## config.mk

```make
export PLATFORM = sky130hd
export DESIGN_NAME = gbn_transmitter
export DESIGN_NICKNAME = d
export VERILOG_FILES = /design/src/rtl/gbn_pkg.sv /design/src/rtl/gbn_window_buffer.sv /design/src/rtl/gbn_transmitter.sv
export SDC_FILE = /design/constraint.sdc
export NUM_CORES = 1
export LEC_CHECK = 0
export BUFFER_PORTS_ARGS = -buffer_cell sky130_fd_sc_hd__buf_2
export CAP_MARGIN = 20
export CORE_ASPECT_RATIO = 1.5
export CORE_UTILIZATION = 30
export DETAILED_ROUTE_END_ITERATION = 7
export PLACE_DENSITY = 0.46
export SYNTH_ARGS = -nofsm -noshare
export SYNTH_HDL_FRONTEND = slang
export SYNTH_SLANG_ARGS = --single-unit
```

## constraint.sdc

```tcl
create_clock -name aclk -period 6.3 [get_ports aclk]
set_input_delay 0 -clock aclk [delete_from_list [all_inputs] [get_ports aclk]]
set_output_delay 0 -clock aclk [all_outputs]
set_load 0.02 [all_outputs]
```

## src/rtl/gbn_pkg.sv

```systemverilog
// gbn_pkg: shared state encoding and modulo sequence arithmetic for the Go-Back-N sender.
package gbn_pkg;

   typedef enum logic [1:0] {IDLE, WAIT, ERROR} state_t;

   function automatic int seq_distance(input int a, input int b, input int width);
      return (a - b) & ((1 << width) - 1);
   endfunction

endpackage

```

## src/rtl/gbn_window_buffer.sv

```systemverilog
// gbn_window_buffer: retransmit storage, one write port and one asynchronous read port.
module gbn_window_buffer #(
   parameter int DEPTH = 4,
   parameter int WIDTH = 32,
   parameter int AW    = 2
) (
   input  logic             aclk,
   input  logic             wr_en_i,
   input  logic [AW-1:0]    wr_addr_i,
   input  logic [WIDTH-1:0] wr_data_i,
   input  logic [AW-1:0]    rd_addr_i,
   output logic [WIDTH-1:0] rd_data_o
);

   logic [WIDTH-1:0] mem_q [DEPTH];

   always_ff @(posedge aclk)
      if (wr_en_i) mem_q[wr_addr_i] <= wr_data_i;

   assign rd_data_o = mem_q[rd_addr_i];

endmodule

```

## src/rtl/gbn_transmitter.sv

```systemverilog
// gbn_transmitter: Go-Back-N ARQ sender with a WINDOW-deep retransmit buffer.
module gbn_transmitter
   import gbn_pkg::*;
#(
   parameter int VALUE_WIDTH    = 32,
   parameter int SEQ_WIDTH      = 3,
   parameter int WINDOW         = 4,
   parameter int TIMEOUT_CYCLES = 1200,
   parameter int MAX_RETRIES    = 8
) (
   input  logic                         aclk,
   input  logic                         aresetn,
   input  logic                         s_val_tvalid,
   input  logic [VALUE_WIDTH-1:0]       s_val_tdata,
   output logic                         s_val_tready,
   output logic                         m_frm_valid,
   output logic [VALUE_WIDTH-1:0]       m_frm_value,
   output logic [SEQ_WIDTH-1:0]         m_frm_seq,
   input  logic                         m_frm_ready,
   input  logic                         s_ack_valid,
   input  logic [SEQ_WIDTH-1:0]         s_ack_seq,
   output logic                         s_ack_ready,
   output logic [$clog2(WINDOW+1)-1:0]  outstanding,
   output logic                         stale_ack,
   output logic                         error
);

   localparam int PW = WINDOW > 1 ? $clog2(WINDOW) : 1;
   localparam int CW = $clog2(WINDOW + 1);
   localparam int TW = TIMEOUT_CYCLES > 1 ? $clog2(TIMEOUT_CYCLES) : 1;
   localparam int RW = $clog2(MAX_RETRIES + 1);

   state_t               state_q, state_d;
   logic [PW-1:0]        base_ptr_q, base_ptr_d, send_ptr_q, send_ptr_d, tail_ptr_q, tail_ptr_d;
   logic [SEQ_WIDTH-1:0] base_seq_q, base_seq_d, send_seq_q, send_seq_d, tail_seq_q, tail_seq_d;
   logic [TW-1:0]        timer_q, timer_d;
   logic [RW-1:0]        retry_q, retry_d;
   logic                 pend_q, pend_d, run_q, stale_q;
   logic                 wr_en, fire, ack_hit, ack_acc, timeout, give_up, rewind;
   int                   occ, in_flight, ack_off;

   function automatic logic [PW-1:0] ptr_add(input logic [PW-1:0] p, input int n);
      int s;
      s = int'(p) + n;
      return PW'(s >= WINDOW ? s - WINDOW : s);
   endfunction

   // Occupancy and in-flight counts come from sequence counters, which stay unambiguous when the window is full.
   assign occ          = seq_distance(int'(tail_seq_q), int'(base_seq_q), SEQ_WIDTH);
   assign in_flight    = seq_distance(int'(send_seq_q), int'(base_seq_q), SEQ_WIDTH);
   assign ack_off      = seq_distance(int'(s_ack_seq), int'(base_seq_q), SEQ_WIDTH);
   assign s_ack_ready  = run_q;
   assign s_val_tready = run_q && state_q != ERROR && occ < WINDOW;
   assign m_frm_valid  = state_q != ERROR && send_seq_q != tail_seq_q;
   assign m_frm_seq    = send_seq_q;
   assign outstanding  = CW'(occ);
   assign stale_ack    = stale_q;
   assign error        = state_q == ERROR;

   always_comb begin
      wr_en      = s_val_tvalid && s_val_tready;
      fire       = m_frm_valid && m_frm_ready;
      ack_hit    = s_ack_valid && s_ack_ready;
      ack_acc    = ack_hit && ack_off < in_flight;
      timeout    = state_q == WAIT && !ack_acc && timer_q == TW'(TIMEOUT_CYCLES - 1);
      give_up    = timeout && retry_q == RW'(MAX_RETRIES - 1);
      // A frame held on the bus must finish its handshake before send rewinds.
      rewind     = !ack_acc && ((timeout && (fire || !m_frm_valid)) || (pend_q && fire));
      pend_d     = !ack_acc && (pend_q ? !fire : timeout && m_frm_valid && !m_frm_ready);
      base_seq_d = ack_acc ? base_seq_q + SEQ_WIDTH'(ack_off + 1) : base_seq_q;
      base_ptr_d = ack_acc ? ptr_add(base_ptr_q, ack_off + 1) : base_ptr_q;
      send_seq_d = rewind ? base_seq_q : fire ? send_seq_q + SEQ_WIDTH'(1) : send_seq_q;
      send_ptr_d = rewind ? base_ptr_q : fire ? ptr_add(send_ptr_q, 1) : send_ptr_q;
      tail_seq_d = wr_en ? tail_seq_q + SEQ_WIDTH'(1) : tail_seq_q;
      tail_ptr_d = wr_en ? ptr_add(tail_ptr_q, 1) : tail_ptr_q;
      state_d    = (state_q == ERROR || give_up) ? ERROR : send_seq_d != base_seq_d ? WAIT : IDLE;
      timer_d    = (state_q != WAIT || state_d != WAIT || ack_acc || timeout) ? '0 : timer_q + TW'(1);
      retry_d    = ack_acc ? '0 : timeout ? retry_q + RW'(1) : retry_q;
   end

   always_ff @(posedge aclk or negedge aresetn)
      if (!aresetn) begin
         state_q    <= IDLE;
         base_ptr_q <= '0;
         send_ptr_q <= '0;
         tail_ptr_q <= '0;
         base_seq_q <= '0;
         send_seq_q <= '0;
         tail_seq_q <= '0;
         timer_q    <= '0;
         retry_q    <= '0;
         pend_q     <= 1'b0;
         run_q      <= 1'b0;
         stale_q    <= 1'b0;
      end else begin
         state_q    <= state_d;
         base_ptr_q <= base_ptr_d;
         send_ptr_q <= send_ptr_d;
         tail_ptr_q <= tail_ptr_d;
         base_seq_q <= base_seq_d;
         send_seq_q <= send_seq_d;
         tail_seq_q <= tail_seq_d;
         timer_q    <= timer_d;
         retry_q    <= retry_d;
         pend_q     <= pend_d;
         run_q      <= 1'b1;
         stale_q    <= ack_hit && !ack_acc;
      end

   gbn_window_buffer #(.DEPTH(WINDOW), .WIDTH(VALUE_WIDTH), .AW(PW)) u_buf (
      .aclk      (aclk),
      .wr_en_i   (wr_en),
      .wr_addr_i (tail_ptr_q),
      .wr_data_i (s_val_tdata),
      .rd_addr_i (send_ptr_q),
      .rd_data_o (m_frm_value)
   );

endmodule
```

==> metrics.txt, run 1 <==
# TYPE chip_impl_metric gauge
chip_impl_info{name="outcome",value="complete, but fails checks"} 1
chip_impl_info{name="violations",value="design-rule violations"} 1
chip_impl_metric{name="via_count_of_the_first_global_routing_pass",unit=""} 4177
chip_impl_metric{name="power_frac_seq",unit=""} 0.451
chip_impl_metric{name="worstSkewPairLatency",unit="ns"} 0.42
chip_impl_metric{name="cp_slowest_stage_delay",unit="ns"} 0.87
chip_impl_metric{name="worstPathRequired",unit="ns"} 6.55
chip_impl_metric{name="hold_violations",unit=""} 0
chip_impl_metric{name="initial_utilization",unit=""} 0.306
chip_impl_metric{name="p_int",unit="mW"} 2.01
chip_impl_metric{name="final-setup-viol-count",unit=""} 0
chip_impl_metric{name="dieHeight",unit="um"} 187
chip_impl_metric{name="pwr-share-clk",unit=""} 0.400
chip_impl_info{name="yosys-top-cells-count",value="128 x sky130_fd_sc_hd__edfxtp_1, 35 x sky130_fd_sc_hd__dfrtp_1, 32 x sky130_fd_sc_hd__mux4_2, 23 x sky130_fd_sc_hd__nand2_1"} 1
chip_impl_metric{name="netSwitchingPower",unit="mW"} 0.668
chip_impl_metric{name="global_route.overflow_total",unit=""} 0
chip_impl_info{name="critical_path.reg2reg.startpoint",value="base_seq_q[0]$_DFF_PN0_"} 1
chip_impl_metric{name="max-clock-path-buffers",unit=""} 2
chip_impl_metric{name="met2_usage",unit=""} 0.222
chip_impl_metric{name="power_switching_share",unit=""} 0.250
chip_impl_metric{name="final-seq-area",unit="um^2"} 4720
chip_impl_metric{name="yosysUniqueCellTypes",unit=""} 48
chip_impl_metric{name="power.share.combinational",unit=""} 0.149
chip_impl_metric{name="final_min_period",unit="ns"} 4.47
chip_impl_metric{name="detail-route-antenna-nets",unit=""} 0
chip_impl_metric{name="synth_area_per_cell",unit="um^2"} 17.3
chip_impl_metric{name="pre_cts_slack",unit="ns"} 1.85
chip_impl_metric{name="cts.repair.resized",unit=""} 0
chip_impl_info{name="worstHoldStart",value="m_frm_ready"} 1
chip_impl_metric{name="drt_pass1_iterations",unit=""} 8
chip_impl_metric{name="post_synth_inst_count",unit=""} 393
chip_impl_info{name="synth_top_cells_by_area",value="sky130_fd_sc_hd__edfxtp_1 56%, sky130_fd_sc_hd__dfrtp_1 13%, sky130_fd_sc_hd__mux4_2 11%"} 1
chip_impl_metric{name="synth_top_area_share",unit=""} 0.564
chip_impl_info{name="worstPathCellList",value="ha_1 > inv_1 > fa_1 > xor2_1 > xnor2_1 > ha_1 > and2_1 > a211o_1 > a211oi_1 > o31ai_2 > xor2_1 > a221oi_2 > nor4_1"} 1
chip_impl_metric{name="peakVddDrop",unit="mV"} 0.161
chip_impl_metric{name="design.core.area",unit="um^2"} 22300
chip_impl_metric{name="layout.nets",unit=""} 574
chip_impl_metric{name="clock-sinks",unit=""} 163
chip_impl_info{name="yosysMostFrequentCell",value="sky130_fd_sc_hd__edfxtp_1"} 1
chip_impl_metric{name="routedWlPerCell",unit="um"} 16.8
chip_impl_metric{name="gr-usage-met3",unit=""} 0.0290
chip_impl_metric{name="std_cell_rows",unit=""} 67
chip_impl_info{name="postSynth.topFlopCell",value="sky130_fd_sc_hd__edfxtp_1"} 1
chip_impl_metric{name="grt_max_degree",unit=""} 36
chip_impl_metric{name="cp_max_fo",unit=""} 17
chip_impl_metric{name="number_of_flops_mapped_to_enable_cells_by_yosys",unit=""} 128
chip_impl_metric{name="fmax",unit="GHz"} 0.224
chip_impl_metric{name="route.detailed.vias_per_inst",unit=""} 4.66
chip_impl_info{name="holdPathEnd",value="m_frm_seq[1]$_DFF_PN0_"} 1
chip_impl_metric{name="initialDrtViolationCount",unit=""} 142
chip_impl_metric{name="grt_first_pass_wirelength",unit="um"} 22000
chip_impl_metric{name="area_after_dpl",unit="um^2"} 7510
chip_impl_metric{name="postCtsSetupRepairBufs",unit=""} 0
chip_impl_metric{name="power-per-cell-area",unit="nW/um^2"} 316
chip_impl_info{name="worst_path_dominant_cell_family",value="compound AO/OA/AOI/OAI gates"} 1
chip_impl_info{name="end_kind",value="register"} 1
chip_impl_metric{name="globalRouteMet1Util",unit=""} 0.140
chip_impl_info{name="holdCritPathClass",value="primary input to register"} 1
chip_impl_info{name="worstSetupPathType",value="register to register"} 1
chip_impl_metric{name="slew_viol_final",unit=""} 0
chip_impl_metric{name="antenna_cells",unit=""} 0
chip_impl_info{name="cts.root.buffer_cell",value="sky130_fd_sc_hd__clkbuf_16"} 1
chip_impl_metric{name="syn-cell-area",unit="um^2"} 6810
chip_impl_metric{name="io_buffer_count",unit=""} 82
chip_impl_metric{name="grt_antenna_before_repair",unit=""} 0
chip_impl_metric{name="cts_buffers",unit=""} 17
chip_impl_metric{name="drv_cap",unit=""} 0
chip_impl_metric{name="timing.max_slew.rel_slack",unit=""} 0.319
chip_impl_info{name="busiest_layer",value="met2"} 1
chip_impl_metric{name="reg2reg_path_depth",unit=""} 13
chip_impl_metric{name="setup_slack_of_the_critical_path_after_layout",unit="ns"} 1.83
chip_impl_metric{name="timing.final.crit_share",unit=""} 0.710
chip_impl_metric{name="async_reset_ff_frac",unit=""} 0.215
chip_impl_metric{name="detail_route.wirelength",unit="um"} 13500
chip_impl_metric{name="cp_data_arrival_time",unit="ns"} 4.72
chip_impl_info{name="setup_repair_after_global_routing_missed_its_margin",value="no"} 1
chip_impl_metric{name="die_area",unit="um^2"} 23300
chip_impl_metric{name="synth_warnings",unit=""} 0
chip_impl_metric{name="final_design_area_no_fill",unit="um^2"} 8480
chip_impl_metric{name="holdPathStages",unit=""} 5
chip_impl_metric{name="setup_total_neg_slack",unit="ns"} 0
chip_impl_metric{name="multiInputGateArea",unit="um^2"} 1960
chip_impl_metric{name="hpwl",unit="um"} 8670
chip_impl_metric{name="area_growth",unit="%"} 24.4
chip_impl_metric{name="regToRegSetupSlack",unit="ns"} 1.83
chip_impl_info{name="slowest_cell_on_the_critical_path",value="sky130_fd_sc_hd__a221oi_2"} 1
chip_impl_metric{name="synth_sequential_area_ratio",unit=""} 0.693
chip_impl_metric{name="remaining_drc_errors",unit=""} 8
chip_impl_metric{name="fin_hold_ws",unit="ns"} 0.143
chip_impl_metric{name="number_of_levels_in_the_clock_h_tree",unit=""} 4
chip_impl_metric{name="total_of_fill_cells_in_the_finished_design",unit=""} 2091
chip_impl_metric{name="tightest_slew",unit="ns"} 1.02
chip_impl_info{name="synth_top_cell_by_area",value="sky130_fd_sc_hd__edfxtp_1"} 1
chip_impl_metric{name="clock-skew-final",unit="ns"} 0.00825
chip_impl_info{name="tritoncts",value="done"} 1
chip_impl_metric{name="ioPinCount",unit=""} 83
chip_impl_metric{name="grt_util_all_layers",unit=""} 0.124
chip_impl_metric{name="synth_register_bits",unit=""} 163
chip_impl_metric{name="routed-via-count",unit=""} 3739
chip_impl_info{name="critPathLaunchType",value="register"} 1
chip_impl_metric{name="final_util",unit=""} 0.380
chip_impl_metric{name="worstPathBufferInverterCount",unit=""} 1
chip_impl_metric{name="clk_transition_reported_paths",unit="ns"} 0.06
chip_impl_metric{name="place_congestion",unit=""} 0.758
chip_impl_metric{name="dieWidth",unit="um"} 125
chip_impl_info{name="r2r_end",value="timer_q[10]$_DFF_PN0_"} 1
chip_impl_metric{name="layout-drive-gt1-share",unit=""} 0.306
chip_impl_metric{name="reported_leakage_power",unit="nW"} 3.09
chip_impl_metric{name="postSynthNetCount",unit=""} 453
cells by family after synthesis:
logic type | Yosys count | synth area share
XOR/XNOR | 34 | 0.0437
flip-flops | 163 | 0.693
AO/OA/AOI/OAI | 27 | 0.0299
adder cells (fa/ha/maj) | 20 | 0.0411
AND/OR/NAND/NOR | 78 | 0.0610
multiplexers | 35 | 0.110
buffers and inverters | 35 | 0.0207
other | 1 | 0.000550
placed cells by master, fill, tap and decap left out, types with 4 or more instances in the layout:
master and count:
sky130_fd_sc_hd__mux4_2 32, sky130_fd_sc_hd__clkbuf_16 17, sky130_fd_sc_hd__inv_1 19, sky130_fd_sc_hd__edfxtp_1 128
sky130_fd_sc_hd__buf_2 82, sky130_fd_sc_hd__xor2_1 15, sky130_fd_sc_hd__o21ai_0 7, sky130_fd_sc_hd__bufinv_16 4
sky130_fd_sc_hd__dlygate4sd3_1 35, sky130_fd_sc_hd__nand2b_1 5, sky130_fd_sc_hd__nor2_1 16, sky130_fd_sc_hd__fa_1 4
sky130_fd_sc_hd__ha_1 16, sky130_fd_sc_hd__nand2_1 23, sky130_fd_sc_hd__xnor2_1 19, sky130_fd_sc_hd__a21oi_1 5
sky130_fd_sc_hd__dfrtp_1 33, sky130_fd_sc_hd__and3_2 5, sky130_fd_sc_hd__nor3_1 8
registers in the layout (all words and copies together), names as in the netlist:
| name | count |
|---|---|
| tail_seq_q | 3 |
| pend_q | 1 |
| s_ack_ready | 1 |
| tail_ptr_q | 2 |
| base_seq_q | 3 |
| state_q | 2 |
| timer_q | 11 |
| u_buf.mem_q | 128 |
| stale_ack | 1 |
| retry_q | 4 |
| base_ptr_q | 2 |
| m_frm_seq | 3 |
| send_ptr_q | 2 |
worst max path at each step:
stage | start | endpoint | slack (ns) | cells after the start
floorplan | m_frm_seq[0]$_DFF_PN0_ | timer_q[2]$_DFF_PN0_ | 2.59 | 16
global placement | base_seq_q[0]$_DFF_PN0_ | timer_q[9]$_DFF_PN0_ | 2.02 | 13
detailed placement | base_seq_q[0]$_DFF_PN0_ | timer_q[9]$_DFF_PN0_ | 1.85 | 13
CTS | base_seq_q[1]$_DFF_PN0_ | timer_q[9]$_DFF_PN0_ | 1.83 | 12
global route | base_seq_q[1]$_DFF_PN0_ | timer_q[2]$_DFF_PN0_ | 1.50 | 12
finish | base_seq_q[0]$_DFF_PN0_ | timer_q[10]$_DFF_PN0_ | 1.83 | 13
area by class of cell:
class	instances	share of cell area
flip-flops and latches	163	0.557
multi-input cells	195	0.231
clock buffers	19	0.0511
inverters	19	0.00841
well taps	276	0.0407
clock inverters	12	0.0213
repair buffers	118	0.0906
per-stage QoR:
step | instances | total power [mW]
floorplan | 393 | 1.52
global placement | 736 | 1.61
detailed placement | 736 | 1.61
CTS | 802 | 2.71
global route | 802 | 2.80
finish | 802 | 2.68
layer usage:
metal / routed length [um] / vias to the layer above
met3: 467 / 16
met4: 261 / 0
met1: 5740 / 1900
met5: 0 / -
li1: - / 1741
met2: 7040 / 82
worst reg2reg max path: stages, from the launching register on:
cell and delay [ns]:
sky130_fd_sc_hd__dfrtp_1 0.43, sky130_fd_sc_hd__ha_1 0.17, sky130_fd_sc_hd__inv_1 0.05, sky130_fd_sc_hd__fa_1 0.37, sky130_fd_sc_hd__xor2_1 0.26, sky130_fd_sc_hd__xnor2_1 0.10
sky130_fd_sc_hd__ha_1 0.32, sky130_fd_sc_hd__and2_1 0.19, sky130_fd_sc_hd__a211o_1 0.52, sky130_fd_sc_hd__a211oi_1 0.61, sky130_fd_sc_hd__o31ai_2 0.13, sky130_fd_sc_hd__xor2_1 0.17
sky130_fd_sc_hd__a221oi_2 0.87, sky130_fd_sc_hd__nor4_1 0.12
power by group through the flow:
stage | Sequential [mW] | Combinational, mW | Clock (mW)
after CTS | 1.21 | 0.405 | 1.10
after global placement | 1.23 | 0.378 | 0
after detailed placement | 1.23 | 0.383 | 0
after global routing | 1.21 | 0.449 | 1.14
after floorplan | 1.22 | 0.296 | 0
final | 1.21 | 0.398 | 1.07
what timing repair did:
item,CTS,global route
hold endpoints to repair,165,0
hold buffers,35,0
setup endpoints to repair,0,0
No activity file was read; power rests on OpenSTA's default activity.
==> run 2: changes to the inputs <==
--- a/config.mk
+++ b/config.mk
@@ -5,6 +5,7 @@
 export SDC_FILE = /design/constraint.sdc
 export NUM_CORES = 1
 export LEC_CHECK = 0
+export ABC_AREA = 1
 export BUFFER_PORTS_ARGS = -buffer_cell sky130_fd_sc_hd__buf_2
 export CAP_MARGIN = 20
 export CORE_ASPECT_RATIO = 1.5
==> constraint.sdc (replaced) <==
create_clock -name aclk -period 4.5 [get_ports aclk]
set_input_delay 0 -clock aclk [delete_from_list [all_inputs] [get_ports aclk]]
set_output_delay 0 -clock aclk [all_outputs]
set_load 0.02 [all_outputs]
==> run 2 against run 1 <==
The run now ends clean. Wire length grew 19%. Critical path depth grew 6. Final area grew 3.1%. Critical path type unchanged. Sequential share of layout area shrank 1.7 points. Utilization grew 0.75 points. Critical endpoint unchanged. Clock power grew 38%. Flip-flop and latch count is the same. Global-route usage grew 2.0 points. Fmax grew 14%. Synthesized area grew 2.2%. Synthesized cell count grew 43%. Worst setup slack lost 1.2 ns.
==> metrics.txt, run 2 <==
# TYPE chip_impl_metric gauge
chip_impl_metric{name="std_cell_rows",unit=""} 67
chip_impl_metric{name="drv_cap",unit=""} 0
chip_impl_info{name="timing.critical_path.from",value="base_seq_q[0]$_DFF_PN0_"} 1
chip_impl_metric{name="timing.final.crit_share",unit=""} 0.868
chip_impl_metric{name="cts_hold_buffers",unit=""} 36
chip_impl_metric{name="cp_data_arrival_time",unit="ns"} 4.25
chip_impl_info{name="outcome",value="completed"} 1
chip_impl_metric{name="routed-via-count",unit=""} 4546
chip_impl_metric{name="largest_register_ffs",unit=""} 128
chip_impl_metric{name="synth_warnings",unit=""} 0
chip_impl_metric{name="layout.nets",unit=""} 747
chip_impl_metric{name="remaining_drc_errors",unit=""} 0
chip_impl_metric{name="grt_antenna_before_repair",unit=""} 0
chip_impl_metric{name="clk_transition_reported_paths",unit="ns"} 0.06
chip_impl_metric{name="pwr-share-clk",unit=""} 0.404
chip_impl_metric{name="initialDrtViolationCount",unit=""} 212
chip_impl_metric{name="fin_hold_ws",unit="ns"} 0.0602
chip_impl_metric{name="setup_total_neg_slack",unit="ns"} 0
chip_impl_metric{name="drt_pass1_iterations",unit=""} 4
chip_impl_metric{name="layout-drive-gt1-share",unit=""} 0.231
chip_impl_info{name="yosysMostFrequentCell",value="sky130_fd_sc_hd__edfxtp_1"} 1
chip_impl_metric{name="hold_violations",unit=""} 0
chip_impl_metric{name="fmax",unit="GHz"} 0.256
chip_impl_metric{name="netSwitchingPower",unit="mW"} 0.892
chip_impl_metric{name="area_growth",unit="%"} 25.5
chip_impl_metric{name="dieWidth",unit="um"} 126
chip_impl_metric{name="worstPathRequired",unit="ns"} 4.84
chip_impl_metric{name="pre_cts_slack",unit="ns"} 0.542
chip_impl_metric{name="reported_leakage_power",unit="nW"} 3.28
chip_impl_metric{name="power.share.combinational",unit=""} 0.136
chip_impl_info{name="setup_repair_after_global_routing_missed_its_margin",value="no"} 1
chip_impl_info{name="worstHoldStart",value="m_frm_ready"} 1
chip_impl_metric{name="cts.repair.resized",unit=""} 0
chip_impl_metric{name="dieHeight",unit="um"} 189
chip_impl_info{name="cts.root.buffer_cell",value="sky130_fd_sc_hd__clkbuf_16"} 1
chip_impl_metric{name="slew_viol_final",unit=""} 0
chip_impl_metric{name="syn-cell-area",unit="um^2"} 6960
chip_impl_metric{name="cp_max_fo",unit=""} 13
chip_impl_info{name="most-common-layout-cells",value="128 x sky130_fd_sc_hd__edfxtp_1, 82 x sky130_fd_sc_hd__buf_2, 75 x sky130_fd_sc_hd__nor2_1"} 1
chip_impl_metric{name="grt_first_pass_wirelength",unit="um"} 25800
chip_impl_metric{name="ioPinCount",unit=""} 83
chip_impl_info{name="postSynth.topFlopCell",value="sky130_fd_sc_hd__edfxtp_1"} 1
chip_impl_metric{name="io_buffer_count",unit=""} 82
chip_impl_info{name="largest_register",value="u_buf.mem_q"} 1
chip_impl_metric{name="async_reset_ff_frac",unit=""} 0.215
chip_impl_metric{name="die_area",unit="um^2"} 23800
chip_impl_info{name="tritoncts",value="done"} 1
chip_impl_metric{name="power-per-cell-area",unit="nW/um^2"} 418
chip_impl_metric{name="grt_util_all_layers",unit=""} 0.144
chip_impl_metric{name="antenna_cells",unit=""} 0
chip_impl_info{name="critPathLaunchType",value="register"} 1
chip_impl_metric{name="grt_max_degree",unit=""} 66
chip_impl_metric{name="max-clock-path-buffers",unit=""} 2
chip_impl_metric{name="hpwl",unit="um"} 10200
chip_impl_metric{name="final-setup-viol-count",unit=""} 0
chip_impl_metric{name="yosysUniqueCellTypes",unit=""} 34
chip_impl_metric{name="detail_route.wirelength",unit="um"} 16000
chip_impl_metric{name="cts_buffers",unit=""} 17
chip_impl_info{name="worstSetupPathType",value="register to register"} 1
chip_impl_metric{name="postCtsSetupRepairBufs",unit=""} 0
chip_impl_metric{name="synth_top_area_share",unit=""} 0.552
chip_impl_metric{name="peakVddDrop",unit="mV"} 0.274
chip_impl_metric{name="global_route.overflow_total",unit=""} 0
chip_impl_info{name="end_kind",value="register"} 1
chip_impl_metric{name="detail-route-antenna-nets",unit=""} 0
chip_impl_metric{name="synth_sequential_area_ratio",unit=""} 0.678
chip_impl_metric{name="power_frac_seq",unit=""} 0.460
chip_impl_metric{name="routedWlPerCell",unit="um"} 16.4
chip_impl_metric{name="timing.max_slew.rel_slack",unit=""} 0.450
chip_impl_info{name="yosys-top-cells-count",value="128 x sky130_fd_sc_hd__edfxtp_1, 79 x sky130_fd_sc_hd__nor2_1, 70 x sky130_fd_sc_hd__o21ai_0, 40 x sky130_fd_sc_hd__inv_1, 40 x sky130_fd_sc_hd__nand2_1"} 1
chip_impl_metric{name="initial_utilization",unit=""} 0.309
chip_impl_metric{name="number_of_levels_in_the_clock_h_tree",unit=""} 4
chip_impl_metric{name="setup_slack_of_the_critical_path_after_layout",unit="ns"} 0.592
chip_impl_metric{name="postSynthNetCount",unit=""} 623
chip_impl_info{name="synth_top_cell_by_area",value="sky130_fd_sc_hd__edfxtp_1"} 1
chip_impl_metric{name="route.detailed.vias_per_inst",unit=""} 4.66
chip_impl_metric{name="worstSkewPairLatency",unit="ns"} 0.43
chip_impl_metric{name="design.core.area",unit="um^2"} 22600
chip_impl_info{name="holdCritPathClass",value="primary input to register"} 1
chip_impl_metric{name="synth_area_per_cell",unit="um^2"} 12.4
chip_impl_metric{name="synth_register_bits",unit=""} 163
chip_impl_info{name="synth_top_cells_by_area",value="sky130_fd_sc_hd__edfxtp_1 55%, sky130_fd_sc_hd__dfrtp_1 13%, sky130_fd_sc_hd__o21ai_0 5.0%"} 1
chip_impl_info{name="reg.largest.list",value="u_buf.mem_q x128, timer_q x11, retry_q x4"} 1
chip_impl_metric{name="power_switching_share",unit=""} 0.244
chip_impl_metric{name="clock-sinks",unit=""} 163
chip_impl_info{name="most_common_cell_after_layout_fill_and_taps_aside",value="sky130_fd_sc_hd__edfxtp_1"} 1
chip_impl_metric{name="post_synth_inst_count",unit=""} 563
chip_impl_metric{name="tightest_slew",unit="ns"} 0.825
chip_impl_metric{name="final_min_period",unit="ns"} 3.91
chip_impl_metric{name="place_congestion",unit=""} 0.750
chip_impl_metric{name="via_count_of_the_first_global_routing_pass",unit=""} 4993
chip_impl_metric{name="clock-skew-final",unit="ns"} 0.00930
chip_impl_info{name="critical_path.reg2reg.startpoint",value="base_seq_q[0]$_DFF_PN0_"} 1
chip_impl_metric{name="p_int",unit="mW"} 2.76
chip_impl_metric{name="number_of_flops_mapped_to_enable_cells_by_yosys",unit=""} 128
[run 2: cell types whose count changed after synthesis, moves of 9 or more]
cell                       delta
sky130_fd_sc_hd__nor2_1      +63
sky130_fd_sc_hd__o21ai_0     +63
sky130_fd_sc_hd__mux4_2      -32
sky130_fd_sc_hd__o22ai_1     +32
sky130_fd_sc_hd__inv_1       +21
sky130_fd_sc_hd__nand2_1     +17
sky130_fd_sc_hd__clkbuf_1    +10
sky130_fd_sc_hd__nor2_2      +10
sky130_fd_sc_hd__nand2_2      +9
sky130_fd_sc_hd__nand3_1      +9
[run 2: critical path, stage by stage (launching register included)]
cell and delay [ns]:
sky130_fd_sc_hd__dfrtp_1 0.46, sky130_fd_sc_hd__ha_1 0.19, sky130_fd_sc_hd__inv_1 0.05, sky130_fd_sc_hd__fa_1 0.39, sky130_fd_sc_hd__xnor2_1 0.28, sky130_fd_sc_hd__xor2_1 0.20
sky130_fd_sc_hd__ha_1 0.27, sky130_fd_sc_hd__a21oi_1 0.22, sky130_fd_sc_hd__nand3_2 0.35, sky130_fd_sc_hd__nand2_1 0.25, sky130_fd_sc_hd__nor2_4 0.08, sky130_fd_sc_hd__nand2_4 0.07
sky130_fd_sc_hd__nand2_4 0.07, sky130_fd_sc_hd__nand2_4 0.11, sky130_fd_sc_hd__nand2_2 0.08, sky130_fd_sc_hd__nand3b_1 0.10, sky130_fd_sc_hd__nand2_2 0.08, sky130_fd_sc_hd__nand3_2 0.07
sky130_fd_sc_hd__nand3_2 0.29, sky130_fd_sc_hd__nor2_1 0.20
[run 2: layout make-up]
type	count	area, um^2
Clock buffer	18	429
Clock inverter	14	168
Fill cell	2183	13800
Inverter	44	165
Multi-Input combinational cell	334	2020
Sequential cell	163	4720
Tap cell	276	345
Timing Repair Buffer	127	896
[run 2: worst paths after layout]
check	to	slack [ns]	depth (start not counted)
max in group asynchronous	send_ptr_q[0]$_DFFE_PN0P_	3.71	2
hold reg to reg	base_ptr_q[1]$_DFFE_PN0N_	0.47	1
setup reg to reg	timer_q[10]$_DFF_PN0_	0.59	19
hold / removal	m_frm_seq[2]$_DFF_PN0_	0.06	6
min in group asynchronous	retry_q[3]$_DFFE_PN0P_	0.21	2
setup / recovery	timer_q[10]$_DFF_PN0_	0.59	19
[run 2: kinds of logic (layout without fill, tap and decap cells)]
logic type | count (synthesis) | count (layout) | share of synthesized area
and+or+nand+nor | 172 | 172 | 0.119
DFF | 163 | 163 | 0.678
buffers and inverters | 66 | 203 | 0.0368
adders and majority gates | 20 | 20 | 0.0402
AOI/OAI and AO/OA | 115 | 115 | 0.0931
other | 1 | 1 | 0.000538
xor gates and xnor gates | 26 | 26 | 0.0327
[run 2: power groups by stage]
stage | Sequential [mW] | Combinational [mW] | Clock (mW)
4_1_cts | 1.68 | 0.513 | 1.52
3_5_place_dp | 1.71 | 0.486 | 0
2_1_floorplan | 1.71 | 0.336 | 0
6_report | 1.68 | 0.496 | 1.48
5_1_grt | 1.69 | 0.566 | 1.58
3_3_place_gp | 1.71 | 0.467 | 0
[run 2: per-stage QoR]
stage          instances  instance area (um^2)   util  total power [mW]
2_1_floorplan        563                  6960      -              2.05
3_3_place_gp         907                  7760  0.344              2.18
3_5_place_dp         907                  7760  0.344              2.20
4_1_cts              975                  8710  0.386              3.71
5_1_grt              976                  8740  0.388              3.83
6_report             976                  8740  0.388              3.66
[run 2: layer usage]
| metal | wire length, um | track usage | up-vias |
|---|---|---|---|
| li1 | - | - | 2218 |
| met1 | 6550 | 0.160 | 2224 |
| met2 | 8610 | 0.265 | 87 |
| met3 | 643 | 0.0346 | 17 |
| met4 | 244 | 0.0510 | 0 |
| met5 | 0 | 0 | - |
==> run 3: changes to the inputs <==
==> constraint.sdc (replaced) <==
create_clock -name aclk -period 4.5 [get_ports aclk]
set_input_delay 0.45 -clock aclk [delete_from_list [all_inputs] [get_ports aclk]]
set_output_delay 0.45 -clock aclk [all_outputs]
set_load 0.02 [all_outputs]
==> run 3 against run 2 <==
Utilization is 1.7 points lower. Sequential power about the same. Fmax rose by 0.68%. Global-route usage is 0.67 points lower. Combinational power down 6.9%. Flip-flop and latch count unchanged. Total power decreased by 3.0%. Largest cell class unchanged.
==> metrics.txt, run 3 (synthesized netlist as in run 2, its figures left out) <==
# TYPE chip_impl_metric gauge
chip_impl_metric{name="layout-drive-gt1-share",unit=""} 0.253
chip_impl_metric{name="clk_transition_reported_paths",unit="ns"} 0.07
chip_impl_metric{name="fin_hold_ws",unit="ns"} 0.130
chip_impl_metric{name="gr-usage-met3",unit=""} 0.0318
chip_impl_metric{name="area_growth",unit="%"} 19.9
chip_impl_metric{name="worstSkewPairLatency",unit="ns"} 0.42
chip_impl_metric{name="initial_utilization",unit=""} 0.309
chip_impl_metric{name="dieWidth",unit="um"} 126
chip_impl_metric{name="final_design_area_no_fill",unit="um^2"} 8350
chip_impl_metric{name="met2_usage",unit=""} 0.261
chip_impl_metric{name="layout.nets",unit=""} 711
chip_impl_metric{name="design.core.area",unit="um^2"} 22600
chip_impl_metric{name="cp_max_fo",unit=""} 13
chip_impl_metric{name="io_buffer_count",unit=""} 82
chip_impl_info{name="setup_repair_after_global_routing_missed_its_margin",value="no"} 1
chip_impl_info{name="holdCritPathClass",value="primary input to async pin"} 1
chip_impl_metric{name="die_area",unit="um^2"} 23800
chip_impl_metric{name="routedWlPerCell",unit="um"} 16.7
chip_impl_metric{name="grt_max_degree",unit=""} 66
chip_impl_metric{name="number_of_levels_in_the_clock_h_tree",unit=""} 4
chip_impl_metric{name="power.share.combinational",unit=""} 0.130
chip_impl_info{name="busiest_layer",value="met2"} 1
chip_impl_info{name="cts.root.buffer_cell",value="sky130_fd_sc_hd__clkbuf_16"} 1
chip_impl_metric{name="setup_total_neg_slack",unit="ns"} 0
chip_impl_metric{name="grt_antenna_before_repair",unit=""} 0
chip_impl_metric{name="std_cell_rows",unit=""} 67
chip_impl_metric{name="globalRouteMet1Util",unit=""} 0.150
chip_impl_metric{name="power_frac_seq",unit=""} 0.475
chip_impl_metric{name="cp_data_arrival_time",unit="ns"} 4.21
chip_impl_metric{name="largest_register_ffs",unit=""} 128
chip_impl_metric{name="ioPinCount",unit=""} 83
chip_impl_metric{name="reported_leakage_power",unit="nW"} 3.12
chip_impl_metric{name="routed-via-count",unit=""} 4458
chip_impl_metric{name="clock-sinks",unit=""} 163
chip_impl_metric{name="clock-skew-final",unit="ns"} 0.0105
chip_impl_metric{name="route.detailed.vias_per_inst",unit=""} 4.74
chip_impl_metric{name="global_route.overflow_total",unit=""} 0
chip_impl_metric{name="postCtsSetupRepairBufs",unit=""} 0
chip_impl_metric{name="timing.max_slew.rel_slack",unit=""} 0.451
chip_impl_info{name="critPathLaunchType",value="register"} 1
chip_impl_metric{name="dieHeight",unit="um"} 189
chip_impl_metric{name="remaining_drc_errors",unit=""} 0
chip_impl_metric{name="cts_hold_buffers",unit=""} 0
chip_impl_metric{name="slew_viol_final",unit=""} 0
chip_impl_metric{name="drv_cap",unit=""} 0
chip_impl_metric{name="timing.final.crit_share",unit=""} 0.863
chip_impl_metric{name="area_after_dpl",unit="um^2"} 7760
chip_impl_metric{name="cts_buffers",unit=""} 17
chip_impl_info{name="most_common_cell_after_layout_fill_and_taps_aside",value="sky130_fd_sc_hd__edfxtp_1"} 1
chip_impl_info{name="most-common-layout-cells",value="128 x sky130_fd_sc_hd__edfxtp_1, 82 x sky130_fd_sc_hd__buf_2, 75 x sky130_fd_sc_hd__nor2_1"} 1
chip_impl_metric{name="final_min_period",unit="ns"} 3.88
chip_impl_metric{name="fmax",unit="GHz"} 0.258
chip_impl_info{name="outcome",value="completed"} 1
chip_impl_metric{name="grt_util_all_layers",unit=""} 0.137
chip_impl_metric{name="initialDrtViolationCount",unit=""} 265
chip_impl_metric{name="detail_route.wirelength",unit="um"} 15700
chip_impl_metric{name="via_count_of_the_first_global_routing_pass",unit=""} 4686
chip_impl_metric{name="antenna_cells",unit=""} 0
chip_impl_info{name="reg.largest.list",value="u_buf.mem_q x128, timer_q x11, retry_q x4"} 1
chip_impl_metric{name="hold_violations",unit=""} 0
chip_impl_metric{name="max-clock-path-buffers",unit=""} 2
chip_impl_metric{name="drt_pass1_iterations",unit=""} 4
chip_impl_metric{name="peakVddDrop",unit="mV"} 0.228
chip_impl_metric{name="pwr-share-clk",unit=""} 0.395
chip_impl_info{name="end_kind",value="register"} 1
chip_impl_metric{name="p_int",unit="mW"} 2.61
chip_impl_metric{name="netSwitchingPower",unit="mW"} 0.942
chip_impl_info{name="largest_register",value="u_buf.mem_q"} 1
chip_impl_info{name="tritoncts",value="done"} 1
chip_impl_metric{name="final-setup-viol-count",unit=""} 0
chip_impl_info{name="worstSetupPathType",value="register to register"} 1
chip_impl_metric{name="regToRegSetupSlack",unit="ns"} 0.62
chip_impl_metric{name="hpwl",unit="um"} 9970
chip_impl_metric{name="grt_first_pass_wirelength",unit="um"} 24800
chip_impl_metric{name="reg2reg_path_depth",unit=""} 19
chip_impl_metric{name="tightest_slew",unit="ns"} 0.823
chip_impl_metric{name="power_switching_share",unit=""} 0.265
chip_impl_metric{name="power-per-cell-area",unit="nW/um^2"} 425
chip_impl_metric{name="detail-route-antenna-nets",unit=""} 0
chip_impl_metric{name="worstPathRequired",unit="ns"} 4.83
chip_impl_metric{name="place_congestion",unit=""} 0.735
chip_impl_metric{name="cts.repair.resized",unit=""} 0
run 3: final cells by class:
type | instances | area [um^2]
sequential | 163 | 4720
fill | 2176 | 14200
timing repair buffer | 91 | 528
clock inverter | 15 | 146
multi-input combinational | 334 | 2020
tap | 276 | 345
clock buffer | 17 | 425
inverter | 44 | 165
run 3: power groups by stage:
stage	registers [mW]	logic [mW]	clock network (mW)
after floorplan	1.71	0.336	0
after global placement	1.72	0.461	0
after detailed placement	1.72	0.474	0
after CTS	1.69	0.476	1.43
after global routing	1.69	0.521	1.50
final	1.68	0.462	1.40
run 3: critical path: stages (launching register included):
cell and delay (ns):
sky130_fd_sc_hd__dfrtp_1 0.49, sky130_fd_sc_hd__ha_1 0.21, sky130_fd_sc_hd__inv_1 0.05, sky130_fd_sc_hd__fa_1 0.37, sky130_fd_sc_hd__xnor2_1 0.27, sky130_fd_sc_hd__xor2_1 0.18
sky130_fd_sc_hd__ha_1 0.26, sky130_fd_sc_hd__a21oi_1 0.22, sky130_fd_sc_hd__nand3_2 0.36, sky130_fd_sc_hd__nand2_1 0.26, sky130_fd_sc_hd__nor2_4 0.08, sky130_fd_sc_hd__nand2_4 0.07
sky130_fd_sc_hd__nand2_4 0.07, sky130_fd_sc_hd__nand2_4 0.11, sky130_fd_sc_hd__nand2_2 0.08, sky130_fd_sc_hd__nand3b_1 0.10, sky130_fd_sc_hd__nand2_2 0.07, sky130_fd_sc_hd__nand3_2 0.07
sky130_fd_sc_hd__nand3_2 0.29, sky130_fd_sc_hd__nor2_1 0.19
run 3: layer usage:
layer  wire (um)  up-vias
met3         482        9
met5           0        -
li1            -     2144
met2        8660       78
met1        6400     2227
met4         147        0
run 3: worst paths after layout:
check	from	end
min	aresetn	timer_q[8]$_DFF_PN0_
min in group aclk	s_val_tdata[4]	u_buf.mem_q[1][4]$_DFFE_PP_
max	base_seq_q[0]$_DFF_PN0_	timer_q[10]$_DFF_PN0_
max in group asynchronous	aresetn	send_ptr_q[0]$_DFFE_PN0P_
max reg2reg	base_seq_q[0]$_DFF_PN0_	timer_q[10]$_DFF_PN0_
min reg2reg	base_ptr_q[1]$_DFFE_PN0N_	base_ptr_q[1]$_DFFE_PN0N_
run 3: through the flow:
stage / total power, mW / std cells / worst slack (ns) / util
after CTS: 3.59 / 939 / 0.562 / 0.369
final: 3.55 / 940 / 0.618 / 0.370
after global placement: 2.18 / 907 / 0.606 / 0.344
after detailed placement: 2.19 / 907 / 0.480 / 0.344
after global routing: 3.71 / 940 / 0.320 / 0.370
after floorplan: 2.05 / 563 / 0.580 / -
